<file path="src/rtl/regfile_ctrl_pkg.sv">
// Shared types and constants for the register-file write-port controller.
package regfile_ctrl_pkg;

  // Default register address width; the file holds 2**ADDR_W_DEF entries.
  localparam int ADDR_W_DEF = 3;

  // Default data width of each register.
  localparam int N_DEF = 8;

  // Highest register index for the default address width; the clear ends here.
  localparam int LAST_REG = 2**ADDR_W_DEF - 1;

  // RUN: requesters share the port. CLEAR: the port walks registers 1..LAST.
  typedef enum logic {
    RUN   = 1'b0,
    CLEAR = 1'b1
  } state_t;

endpackage

</file>
<file path="src/rtl/regfile_wport_ctrl_rr_arb2.sv">
// Two-way round-robin arbiter. Grants the single valid requester, or on a tie
// the one that was not granted last. The last-grant memory moves only when a
// grant is actually taken (accept), so a stalled tie keeps its winner.
module rr_arb2 (
  input  logic       clk,
  input  logic       rst,
  input  logic [1:0] req,
  input  logic       accept,
  output logic [1:0] grant
);

  // 1 means requester 1 was granted last; reset value lets requester 0 win the first tie.
  logic last_grant;

  // Combinational grant selection from the valid lines and the last-grant memory.
  always_comb begin
    grant = 2'b00;
    case (req)
      2'b01:   grant = 2'b01;
      2'b10:   grant = 2'b10;
      2'b11:   grant = last_grant ? 2'b01 : 2'b10;
      default: grant = 2'b00;
    endcase
  end

  // Remember which requester was served; only updated on a completed handshake.
  always_ff @(posedge clk or posedge rst) begin
    if (rst) begin
      last_grant <= 1'b1;
    end else if (accept) begin
      last_grant <= grant[1];
    end
  end

endmodule

</file>
<file path="src/rtl/regfile_wport_ctrl.sv">
// Write-port controller for the register file. Shares the single write port
// (wa3/wd3/we3) between two writeback requesters and runs a clear sequence
// that zeros registers 1..2**ADDR_W-1. Writes to register 0 are accepted but
// never reach the port.
//
// Handshake: a write is transferred on a rising edge where valid && ready.
// Ready is combinational, asserted only in RUN, with clr_start low, and when
// the arbiter grants that requester; it never waits for valid to drop. A
// requester keeps valid/addr/data stable until it sees the transfer.
module regfile_wport_ctrl
  import regfile_ctrl_pkg::*;
#(
  parameter int N      = N_DEF,
  parameter int ADDR_W = ADDR_W_DEF
) (
  input  logic              clk,
  input  logic              rst,
  input  logic              req0_valid,
  input  logic [ADDR_W-1:0] req0_addr,
  input  logic [N-1:0]      req0_data,
  output logic              req0_ready,
  input  logic              req1_valid,
  input  logic [ADDR_W-1:0] req1_addr,
  input  logic [N-1:0]      req1_data,
  output logic              req1_ready,
  input  logic              clr_start,
  output logic              clr_busy,
  output logic              clr_done,
  output logic [ADDR_W-1:0] wa3,
  output logic [N-1:0]      wd3,
  output logic              we3
);

  // Last register written by the clear walk; the walk starts at 1 and stops here.
  localparam logic [ADDR_W-1:0] LAST_ADDR = ADDR_W'(2**ADDR_W - 1);

  state_t            state;
  state_t            state_n;
  logic [1:0]        grant;
  logic              acc0;
  logic              acc1;
  logic              we3_n;
  logic [ADDR_W-1:0] wa3_n;
  logic [N-1:0]      wd3_n;
  logic              clr_done_n;

  rr_arb2 u_arb (
    .clk    (clk),
    .rst    (rst),
    .req    ({req1_valid, req0_valid}),
    .accept (acc0 | acc1),
    .grant  (grant)
  );

  // Ready/accept: a pending clear request takes the port ahead of any writer.
  always_comb begin
    req0_ready = (state == RUN) && !clr_start && grant[0];
    req1_ready = (state == RUN) && !clr_start && grant[1];
    acc0       = req0_valid && req0_ready;
    acc1       = req1_valid && req1_ready;
  end

  assign clr_busy = (state == CLEAR);

  // Next state and next port values. wa3 doubles as the clear walk counter.
  always_comb begin
    state_n    = state;
    we3_n      = 1'b0;
    wa3_n      = wa3;
    wd3_n      = wd3;
    clr_done_n = 1'b0;
    case (state)
      RUN: begin
        if (clr_start) begin
          state_n = CLEAR;
          we3_n   = 1'b1;
          wa3_n   = ADDR_W'(1);
          wd3_n   = '0;
        end else if (acc0) begin
          we3_n = (req0_addr != '0);
          wa3_n = req0_addr;
          wd3_n = req0_data;
        end else if (acc1) begin
          we3_n = (req1_addr != '0);
          wa3_n = req1_addr;
          wd3_n = req1_data;
        end
      end
      CLEAR: begin
        if (wa3 == LAST_ADDR) begin
          state_n    = RUN;
          clr_done_n = 1'b1;
        end else begin
          we3_n = 1'b1;
          wa3_n = wa3 + ADDR_W'(1);
          wd3_n = '0;
        end
      end
      default: state_n = RUN;
    endcase
  end

  // State register.
  always_ff @(posedge clk or posedge rst) begin
    if (rst) begin
      state <= RUN;
    end else begin
      state <= state_n;
    end
  end

  // Registered write port and done pulse.
  always_ff @(posedge clk or posedge rst) begin
    if (rst) begin
      we3      <= 1'b0;
      wa3      <= '0;
      wd3      <= '0;
      clr_done <= 1'b0;
    end else begin
      we3      <= we3_n;
      wa3      <= wa3_n;
      wd3      <= wd3_n;
      clr_done <= clr_done_n;
    end
  end

endmodule
</file>
<file path="config.mk">
export PLATFORM = sky130hd
export DESIGN_NAME = regfile_wport_ctrl
export DESIGN_NICKNAME = d
export VERILOG_FILES = /design/src/rtl/regfile_ctrl_pkg.sv /design/src/rtl/regfile_wport_ctrl_rr_arb2.sv /design/src/rtl/regfile_wport_ctrl.sv
export SDC_FILE = /design/constraint.sdc
export NUM_CORES = 1
export LEC_CHECK = 0
export CAP_MARGIN = 20
export CORE_MARGIN = 1.5
export CORE_UTILIZATION = 40
export CTS_BUF_LIST = sky130_fd_sc_hd__clkbuf_4
export CTS_CLUSTER_DIAMETER = 60
export DETAILED_ROUTE_END_ITERATION = 8
export HOLD_SLACK_MARGIN = 0.05
export PLACE_DENSITY = 0.79
export SETUP_SLACK_MARGIN = 0.4
export SLEW_MARGIN = 20
export SYNTH_ARGS = -nofsm -noshare
export SYNTH_HDL_FRONTEND = slang
export SYNTH_HIERARCHICAL = 1
export SYNTH_SLANG_ARGS = --single-unit
</file>
<file path="constraint.sdc">
create_clock -name clk -period 2.4 [get_ports clk]
set_clock_uncertainty 0.1 [all_clocks]
set_input_delay 0.6 -clock clk [delete_from_list [all_inputs] [get_ports clk]]
set_output_delay 0.6 -clock clk [all_outputs]
set_load 0.02 [all_outputs]
</file>
==> out/results.txt, run 1 <==
After routing, the total negative slack on setup checks comes to 0 ns. For the count of final hold-check violations, the log shows 0. The synthesized netlist contains 31 unique library cells. The core region is 2040 µm². For this design the static power due to leakage is 0.703 nW.

Endpoint of the worst register-to-register path: u_arb/last_grant. The largest vdd supply drop is 0.710 mV. Clock tree synthesis inserted a total of 3 buffers.

For this run, design rule violations remaining after detail routing come to 0. Measured against its own limit, the worst slew margin works out to 66.1%. The tools report the type of origin of the critical path as a flip-flop.

The die is 50.3 µm tall. The kind of end point of the critical path is an output pin. Walking the worst path, the cells encountered are inv_2, a21boi_2, and2_4, buf_6.

In this run the power spent charging and discharging nets is 0.000452 W. The worst path in the final design needs a cycle of 2.01 ns, including I/O delays and setup. The clock reaches the later pin of the worst-skew pair after 0.29 ns. Each instance of the synthesized netlist takes up on average 10.9 µm². Summing all non-filler instances in the final layout gives an area of 1450 µm². Of all nets on the critical path, the largest fanout is 3. Synthesis inferred 15 register bits. For the count of warnings emitted by yosys, the log shows 6.

Combinational cells account for 54.3% of the total power. After detailed placement, the total cell area comes to 1400 µm². In this run the worst hold path is classified as reg -> reg.

The run gives 2 as the number of buffers between clock root and the deepest sink. The setup path with the least slack is of type reg -> out. Library cell used as clock root buffer: clkbuf_4. The number of top-level design ports was 43.

Buffers inserted to repair hold after CTS numbered 0. The global-route usage over all layers was 19.6%; the deepest level of the CTS H-tree was 1. For the required time reported for the critical path endpoint, the log shows 1.70 ns. TritonCTS built the clock tree. Worst hold path endpoint: wd3[7]. The count of input and output buffers was 42. The clock transition at the register clock pins on the worst setup and hold paths after CTS came out at 0.10 ns. The final critical path takes up 83.8% of the cycle. Source of the worst register-to-register timing path: u_arb/last_grant. The tools report the post-synth net total as 111. The width of the chip is 50.3 µm. In this run switching power makes up 39.1% of total power. The worst hold path was traced through 2 stages.

The placed wire-length estimate after detailed placement came out at 1760 µm. The cell area power density is 795 nW/µm². Final hold slack: 0.451 ns. Leaving out fill and tap cells, the most frequent cell in the layout is clkdlybuf4s50_1. Of the total power, registers draw 32.6%. The total grt overflow came out at 0. The first detailed-routing pass took 4 iterations. The power share of the clock group is 13.1%, and the gate count after technology mapping is 82. The tools report the first-pass GRT wire length as 3770 µm.

Summing the sequential cell areas from Yosys gives 42.1% of the chip area. The worst path arrival time is 1.31 ns. The final layout contains 166 nets. The tools report the number of clock sinks as 15. Based on the critical path, the design can be clocked at up to 497 MHz. Among all stages on the critical path, the largest delay is contributed by dfstp_2. For the number of antenna violations at the first check in global routing, the log shows 0.

For the worst flop-to-flop path, the logic depth is 7. Routed wire length: 2240 µm. The tools report the worst setup slack before clock tree synthesis as -0.363 ns.

The actual transition at the worst max-transition pin was 0.508 ns; the die area was 2530 µm². In this design, the largest share of critical-path delay is due to flip-flops. For the synthesized cell area, the log shows 895 µm².

The number of vias per cell is 5.08. Via count of the first global-routing pass: 832. The run gives 0.819 as the final RePlAce weighted congestion.

The total buffers and inverters traversed by the critical path is 2. The final critical-path setup slack is 0.389 ns. For the initial standard-cell utilization of the core, the log shows 43.8%. Counting buffers and inverters, the worst setup path is 4 cells deep. The tool flagged a number of max-cap violations equal to 0.

The run finished with clean final reports. Across all register-to-register paths, the minimum setup slack is 0.55 ns. Number of placement rows: 16.

On the worst path, the slowest cell contributes a delay of 0.57 ns. Entering global routing, the biggest net connects 15 pins. The fraction of layout cells with a size suffix above 1 is 26.5%. Setup violations remaining at the end of the flow were counted as 0. The wire length per cell after detailed routing came out at 13.7 µm.

The final number of max-transition violations came out at 0. Setup repair after global routing could not meet its margin everywhere. The top cell types in the final layout, fill and taps aside, are 32 x clkdlybuf4s50_1, 16 x mux2i_1, 14 x dfrtp_1.

Violation count after the first detailed-route iteration: 8. Once detail routing completed, the nets flagged for antenna violations numbered 0. Internal power summed over all cells: 0.000703 W. For this block, the via count after detailed routing is 828.

The tools report the number of inserted diodes as 0. The area growth from synthesis to layout is 62.4%. The startpoint identified for the worst hold timing path is wd3[7].
-- flip-flops by register name (all words and copies together) (netlist names) --
| register | flops |
|---|---|
| wd3 | 8 |
| wa3 | 3 |
| clr_busy | 1 |
| u_arb/last_grant | 1 |
| we3 | 1 |
| clr_done | 1 |
-- worst max path at each step --
stage	start	end	slack (ns)
2_1_floorplan	clr_start	req1_ready	0.43
3_3_place_gp	req0_valid	req1_ready	-0.32
3_5_place_dp	req0_valid	req0_ready	-0.36
4_1_cts	u_arb/last_grant	req0_ready	0.35
5_1_grt	u_arb/last_grant	req0_ready	0.32
6_report	u_arb/last_grant	req0_ready	0.39
-- per-layer routing --
metal,track usage (%),vias up,routed length (µm)
met5,0,-,0
met4,8.11,0,30
met3,2.68,3,84
met2,32.5,22,1090
met1,25.7,395,1030
li1,-,408,-
-- cell usage after synthesis --
cell type  count  area share [%]
a2111oi_0      2             2.0
a2111oi_2      1             1.7
a21boi_0       1            0.84
a21boi_2       1             1.3
a22oi_2        1             1.4
a311oi_1       3             2.9
a31oi_1        1            0.70
and2_1         2             1.4
and2_2         1            0.84
and3_2         3             2.5
buf_2          1            0.56
buf_6          1             1.3
clkbuf_1       1            0.42
dfrtp_1       14              39
dfstp_2        1             2.9
ha_1           2             2.8
inv_1          7             2.9
inv_4          1            0.70
mux2_4         1             1.7
mux2i_1       16              18
nand2_2        1            0.70
nand2b_1       2             1.4
nand2b_4       1             1.5
nand4_1        1            0.70
nor2_1         1            0.42
nor2_2         1            0.70
o21ai_0       10             5.6
o311ai_0       1            0.98
or2_1          1            0.70
or2_2          1            0.70
or3_1          1            0.70
-- timing repair --
action / CTS / global route
setup buffers: 1 / 1
cloned: 0 / 0
pin swaps: 2 / 2
endpoints found under the setup margin: 7 / 8
resized for setup: 18 / 13
-- cells by family after synthesis --
family | Yosys count | share of synthesized area (%)
mux | 17 | 19.6
compound gates | 21 | 17.3
simple gates | 16 | 12.3
fa+ha+maj | 2 | 2.80
buf+inv | 11 | 5.87
flops | 15 | 42.1
-- layout make-up --
cell class,count,area (µm²)
inverters,8,32.5
fillers,167,589
clock inverters,1,5.00
flip-flops and latches,15,377
clock buffers,3,22.5
multi-input cells,56,479
well taps,27,33.8
repair buffers,53,503
-- stage by stage --
step / power (W) / utilization, % / cells
finish: 0.00115 / 71.1 / 163
CTS: 0.00115 / 70.1 / 162
global placement: 0.000975 / 68.4 / 157
detailed placement: 0.000988 / 68.4 / 157
floorplan: 0.000718 / - / 82
global route: 0.00123 / 71.1 / 163
-- worst register-to-register path: cells and delay by family (launching register included) --
family	cells	cell delay [ns]
buffers and inverters	3	0.34
AOI/OAI and AO/OA	2	0.26
DFF	1	0.57
muxes	1	0.31
and+or+nand+nor	1	0.21
-- power by group through the flow --
stage | sequential, W | clock [W] | combinational, W
3_5_place_dp | 0.000383 | 0 | 0.000605
4_1_cts | 0.000376 | 0.000156 | 0.000616
2_1_floorplan | 0.000457 | 0 | 0.000261
3_3_place_gp | 0.000378 | 0 | 0.000596
6_report | 0.000376 | 0.000151 | 0.000627
5_1_grt | 0.000386 | 0.000166 | 0.000681
Power figures use the tool's default switching activity.
==> run 2: changes to the inputs <==
- clock period: 2.4 -> 2 ns (I/O delays scaled with it)
==> run 2 against run 1 <==
First-iteration DRC count is 63% lower. Critical path depth stayed put. Non-clock buffer count is 10 higher. Sequential power is 24% higher. Sequential share of layout area is 3.0 points lower. Critical path type unchanged. Clock power is 17% higher.
==> out/results.txt, run 2 (synthesis gave the netlist of run 1 again) <==
The flow ran to the end, and the final reports show no timing, DRC or antenna violations. In the final layout, the registers with the most flip-flops are wd3 (8), wa3 (3). The final RePlAce weighted congestion came out at 0.763 (-6.9%). The width of the chip is 50.3 µm (unchanged). The run gives -0.598 ns (-0.235 ns) as the worst setup slack before clock tree synthesis. For the number of buffers inserted by hold repair at cts, the log shows 0 (unchanged).

The tools report the violation count after the first detailed-route iteration as 3 (-5). In the layout the commonest cells are 23 x clkdlybuf4s50_1, 14 x mux2i_1, 13 x buf_4. Initial standard-cell utilization of the core: 43.8% (unchanged).

The most common library cell in the layout ignoring fill and taps is clkdlybuf4s50_1. For the number of inserted diodes, the log shows 0 (unchanged). Number of clock buffers inserted by TritonCTS: 3 (unchanged). The slowest stage of the critical path is the dfstp_2 cell.

The number of vias per cell works out to 5.18 (+1.9%). The logs give 0 (unchanged) for the remaining design rule violation count and 0 (unchanged) for the count of final hold-check violations. The run gives 1 (unchanged) as the deepest level of the CTS H-tree.

Utilization of the core after routing: 81.4% (+10 points). The worst setup path is of the reg -> out kind. The headroom to the max-slew limit came out at 65.7% (-0.44 points).

Actual transition at the worst max-transition pin: 0.514 ns (+0.00652 ns). The path class of the tightest hold or removal check is in -> async. The count of input and output buffers works out to 42 (unchanged). The cell area power density was 981 nW/µm² (+23%); the final number of max-transition violations was 0 (unchanged). For this run, the top clock speed supported by timing is 521 MHz.

The logs give 1.32 ns (about the same) for the worst path arrival time and 0 (unchanged) for the total grt overflow. Subtracting the final worst setup slack from the clock period gives 1.92 ns. The placed wire-length estimate after detailed placement came out at 1890 µm (+7.7%). The clock insertion delay at the later pin of the skew report is 0.30 ns (about the same), and the number of clock sinks is 15 (unchanged). The logs give 0 (unchanged) for the number of antenna violations at the first check in global routing and 0.0807 ns (-0.308 ns) for the final critical-path setup slack. The final net count came out at 177 (+6.6%).

The largest register by flop count was wd3. The top fanout value on the critical path was 2 (-1); the final antenna-violating net count was 0 (unchanged). Kind of end point of the critical path: an output pin. For the routed wire length, the log shows 2930 µm (+31%). The logs give 0.794 mV (+12%) for the largest vdd supply drop and 588 µm² (+23%) for the area occupied by multi-input gates. Die area: 2530 µm² (unchanged). The logs give 933 (+12%) for the via count of the first global-routing pass and 1.40 ns (-0.30 ns) for the required time reported for the critical path endpoint.

The logs give 4660 µm (+24%) for the first-pass GRT wire length and 380 µm² (+1.0%) for the area occupied by registers. The number of placement rows is 16 (unchanged), and the pin count of the biggest net entering global routing is 15 (unchanged). The highest cell delay on the worst timing path came out at 0.56 ns (about the same). The wire length per cell after detailed routing was 16.9 µm (+23%); the vertical extent of the die was 50.3 µm (unchanged). Setup repair after global routing could not meet its margin everywhere.

For the number of fillers in the final layout, the log shows 122 (-27%). Relative to the synthesized area, the layout overhead comes to 85.7%. Type of origin of the critical path: a flip-flop.

The library cell used as clock root buffer was clkbuf_4. For the number of top-level design ports, the log shows 43 (unchanged). The total number of vias is 901 (+8.8%), and the flip-flop count of the largest register, all copies and words added is 8 (unchanged). The max-cap check violation count was 0 (unchanged). The area of the core region was 2040 µm² (unchanged); the final worst-path cycle share was 96.0%. The logs give 25.4% (+5.8 points) for the global-route usage over all layers and 2 (unchanged) for the number of buffers between clock root and the deepest sink. Walking the worst path, the cells encountered are inv_2, a21boi_4, and2_4, buf_6.

Static power due to leakage: 0.754 nW (+7.3%). The fraction of layout cells with a size suffix above 1 was 44.2% (+18 points). TritonCTS built the clock tree. Clock transition at the register clock pins on the worst setup and hold paths after CTS: 0.08 ns (-0.02 ns). The number of iterations in the first detailed-routing pass is 3 (-1), and the final setup violation count is 0 (unchanged).
-- run 2: layout make-up --
| cell class | instances | share of cell area [%] |
|---|---|---|
| repair buffers | 63 | 35.2 |
| well taps | 27 | 2.03 |
| multi-input cells | 56 | 35.4 |
| inverters | 8 | 2.26 |
| clock inverters | 1 | 0.301 |
| repair inverters | 1 | 0.527 |
| flip-flops and latches | 15 | 22.9 |
| clock buffers | 3 | 1.36 |
-- run 2: layer usage --
| layer | global-route usage (%) | share of wire, % |
|---|---|---|
| met5 | 0 | 0 |
| met4 | 10.4 | 2.5 |
| met3 | 5.65 | 6.0 |
| met2 | 45.6 | 50 |
| met1 | 29.0 | 41 |
-- run 2: worst max-delay path: cells and delay by family (launching register included) --
kind / cells / cell delay, ns
AO/OA/AOI/OAI: 1 / 0.14
AND/OR/NAND/NOR: 1 / 0.17
buffers and inverters: 2 / 0.17
flip-flops: 1 / 0.56
-- run 2: per-stage QoR --
step | setup TNS (ns) | hold slack [ns] | total power [W] | instance area [µm²] | instances
4_1_cts | 0 | 0.431 | 0.00156 | 1610 | 169
3_3_place_gp | -3.05 | 0.433 | 0.00122 | 1430 | 158
2_1_floorplan | 0 | 0.289 | 0.000900 | 931 | 82
3_5_place_dp | -3.84 | 0.438 | 0.00124 | 1430 | 158
5_1_grt | 0 | 0.458 | 0.00173 | 1660 | 174
6_report | 0 | 0.432 | 0.00163 | 1660 | 174
-- run 2: worst paths after layout --
| path | depth (start not counted) | end | from | slack (ns) |
|---|---|---|---|---|
| setup / recovery | 4 | req0_ready | u_arb/last_grant | 0.08 |
| hold reg to reg | 2 | wd3[7] | wd3[7] | 0.44 |
| min in group clk | 2 | wd3[7] | wd3[7] | 0.44 |
| hold / removal | 2 | u_arb/last_grant | rst | 0.43 |
| setup reg to reg | 9 | wa3[2] | u_arb/last_grant | 0.13 |
| max in group asynchronous | 2 | wa3[0] | rst | 0.98 |
-- run 2: where the power goes --
group	switching (W)	internal (W)	leakage [nW]	total [W]
clock	0.000102	0.0000745	0.0177	0.000176
combinational	0.000499	0.000490	0.549	0.000990
sequential	0.0000616	0.000403	0.187	0.000465
-- run 2: timing repair --
item | CTS | global route
pin swaps | 5 | 5
setup buffers | 6 | 4
gates cloned | 1 | 1
setup endpoints to repair | 29 | 26
gates resized for setup | 68 | 21
==> run 3: changes to the inputs <==
- CORE_UTILIZATION: 40 -> 30
- CTS_CLUSTER_SIZE: default -> 12
- PLACE_DENSITY: 0.79 -> default
==> run 3 against run 2 <==
Utilization fell by 22 points. Design area fell by 1.4%. Maximum frequency rose by 3.6%. Worst setup slack improved by 0.067 ns. Non-clock buffer count rose by 1. Wire length fell by 11%. Die area rose by 31%. Worst hold slack improved by 0.0050 ns. Combinational power fell by 6.6%. Largest cell class is now non-clock buffers. Largest power group unchanged. Highest routed layer unchanged.
==> out/results.txt, run 3 (synthesis gave the netlist of run 1 again) <==
The flow ran to the end, and the final reports show no timing, DRC or antenna violations. The wire length per cell after detailed routing was 14.6 µm (-13%). The number of buffers inserted by hold repair at cts is 0 (unchanged). For the worst path arrival time, the log shows 1.25 ns (-0.07 ns). In this run the worst setup path terminates at req0_ready. Final RePlAce weighted congestion: 0.707 (-7.3%). The logs give 1490 µm² (+3.8%) for the cell area reported after detailed placement and 0 (unchanged) for the max-cap check violation count.

The cell count of the worst reg-to-reg path was 7 (-2); the largest vdd supply drop was 0.682 mV (-14%). The tools report the kind of end point of the critical path as an output pin. The kind of cell with the highest combined delay on the critical path is flip-flops.

The final hold slack was 0.437 ns (+0.00502 ns); the final worst-path cycle share was 92.6% (-3.4 points). The tools report the count of final hold-check violations as 0 (unchanged). The actual transition at the worst max-transition pin was 0.519 ns (+0.00444 ns). The tools report the library cell used as clock root buffer as clkbuf_4. The run gives 540 MHz (+3.6%) as the top achievable clock speed. Layer with the highest usage after global routing: met2. The worst setup slack before clock tree synthesis was -0.570 ns (+0.0284 ns); the routed wire length was 2600 µm (-11%). Source of the worst register-to-register timing path: u_arb/last_grant. The final non-filler cell area is 1640 µm² (-1.4%). The deepest level of the CTS H-tree was 1 (unchanged). The endpoint of the worst register-to-register path was u_arb/last_grant.

The clock transition at the register clock pins on the worst setup and hold paths after CTS was 0.09 ns (about the same). The worst-case register-to-register setup slack was 0.18 ns (+0.05 ns). The run gives 4 (+1) as the number of iterations in the first detailed-routing pass.

Tracing the worst setup path back leads to its startpoint at u_arb/last_grant. In the final layout, the registers with the most flip-flops are wd3 (8), wa3 (3). The tools report the first-pass GRT wire length as 4170 µm (-11%). The run gives 15 (unchanged) as the number of clock sinks. The top cell types in the final layout, fill and taps aside, are 23 x clkdlybuf4s50_1, 16 x mux2i_1, 15 x buf_4. The cell area power density works out to 962 nW/µm² (-1.9%). The total grt overflow came out at 0 (unchanged). Highest cell delay on the worst timing path: 0.56 ns (about the same).

Leaving out fill and tap cells, the most frequent cell in the layout is clkdlybuf4s50_1. The routing usage on met3 came out at 4.31% (-1.3 points). The number of buffers between clock root and the deepest sink was 2 (unchanged). The logs give 32.2% (-12 points) for the initial standard-cell utilization of the core and 26.0% (-20 points) for the global routing usage on met2. Headroom to the max-slew limit: 65.4% (-0.30 points). By startpoint and endpoint, the worst setup path is classified as reg -> out.

The placed wire-length estimate after detailed placement is 1840 µm (-3.0%), and the final setup violation count is 0 (unchanged). The slowest stage of the critical path belongs to the cell dfstp_2. The worst min-delay path category was in -> async.

The final critical-path setup slack is 0.148 ns (+0.0672 ns), and the area added between synthesis and finish is 83.2%. The count of input and output buffers is 42 (unchanged), and the flip-flop count of the largest register, all copies and words added is 8 (unchanged). The total power draw is 0.00158 W (-3.3%), and the die area is 3320 µm² (+31%).

The clock insertion delay at the later pin of the skew report was 0.28 ns (-0.02 ns); the final number of max-transition violations was 0 (unchanged). Final antenna-violating net count: 0 (unchanged). The run gives 0 (unchanged) as the number of antenna violations at the first check in global routing.

The number of vias per cell came out at 4.96 (-4.3%). The clock period minus final worst setup slack works out to 1.85 ns (-0.0672 ns). TritonCTS built the clock tree.

The run gives 16.0% (-9.4 points) as the global-route usage over all layers. The worst setup path is launched from a flip-flop. Setup repair after global routing could not meet its margin everywhere. The total buffers and inverters traversed by the critical path works out to 2 (unchanged).

The number of inserted diodes was 0 (unchanged). For the number of top-level design ports, the log shows 43 (unchanged). The top fanout value on the critical path was 2 (unchanged); the remaining design rule violation count was 0 (unchanged). The path length in cells of the critical path came out at 4 (unchanged). The number of clock buffers inserted by TritonCTS is 3 (unchanged). The pin count of the biggest net entering global routing is 15 (unchanged).

For the met1 track utilization from global routing, the log shows 19.7% (-9.2 points). The tools report the static power due to leakage as 0.755 nW (+0.23%). The area of the core region is 2780 µm² (+36%). The run gives 13 (+10) as the violation count after the first detailed-route iteration. The fraction of layout cells with a size suffix above 1 was 38.1% (-6.1 points); the via count of the first global-routing pass was 949 (+1.7%).

The width of the chip came out at 57.6 µm (+15%). Total number of vias: 882 (-2.1%). Vertical extent of the die: 57.6 µm (+15%).

The required time reported for the critical path endpoint came out at 1.40 ns (about the same). The critical path goes through inv_2, a21boi_4, and2_4, buf_6. The tools report the number of placement rows as 19 (+3).

Largest register by flop count: wd3. Final net count: 177 (unchanged).
run 3: cell types whose count changed in the layout (fill, tap and decap cells not counted), sizes merged:
cell,delta
clkbuf,-4
buf,-1
clkdlybuf4s15,+7
clkinv,-1
inv,-1
run 3: worst reg2reg max path: stages (launching register included):
cell and delay, ns:
dfstp_2 0.56, buf_6 0.10, a21boi_2 0.05, buf_4 0.14, a22oi_2 0.23, nand2b_4 0.23, inv_8 0.06, mux2_4 0.29
run 3: worst min-delay path by stage:
stage                     startpoint          endpoint  slack, ns  depth (start not counted)
after floorplan                  rst          clr_done       0.29                          1
after global placement        wd3[5]            wd3[5]       0.43                          2
after detailed placement      wd3[0]            wd3[0]       0.44                          2
after CTS                        rst  u_arb/last_grant       0.43                          2
after global routing             rst  u_arb/last_grant       0.45                          2
final                            rst  u_arb/last_grant       0.44                          2
run 3: layout make-up:
type	instances	area [µm²]
Clock buffer	4	30.0
Fill cell	244	1140
Inverter	8	37.5
Multi-Input combinational cell	56	541
Sequential cell	15	380
Tap cell	31	38.8
Timing Repair Buffer	64	612
run 3: metrics by stage:
step | instances | utilization, % | TNS [ns]
after CTS | 174 | 56.7 | 0
after floorplan | 82 | - | 0
final | 178 | 58.9 | 0
after global placement | 167 | 53.4 | -3.97
after global routing | 178 | 58.9 | 0
after detailed placement | 167 | 53.4 | -4.46
run 3: routing by layer:
| layer | up-vias | share of wire (%) |
|---|---|---|
| met3 | 6 | 7.9 |
| met4 | 0 | 2.1 |
| li1 | 436 | - |
| met1 | 405 | 43 |
| met2 | 35 | 47 |
| met5 | - | 0 |
run 3: repair_timing:
| action | 4_1_cts | 5_1_grt |
|---|---|---|
| buffers inserted | 3 | 4 |
| setup endpoints to repair | 29 | 27 |
| endpoints found under the hold margin | 0 | 0 |
| pin swaps | 2 | 3 |
| gates resized for setup | 52 | 16 |
| cloned | 0 | 0 |
run 3: where the power goes:
part,internal (W),switching [W],leakage (nW)
Sequential,0.000403,0.0000630,0.187
Clock,0.0000909,0.0000946,0.0184
Combinational,0.000466,0.000460,0.550
Total,0.000960,0.000617,0.755
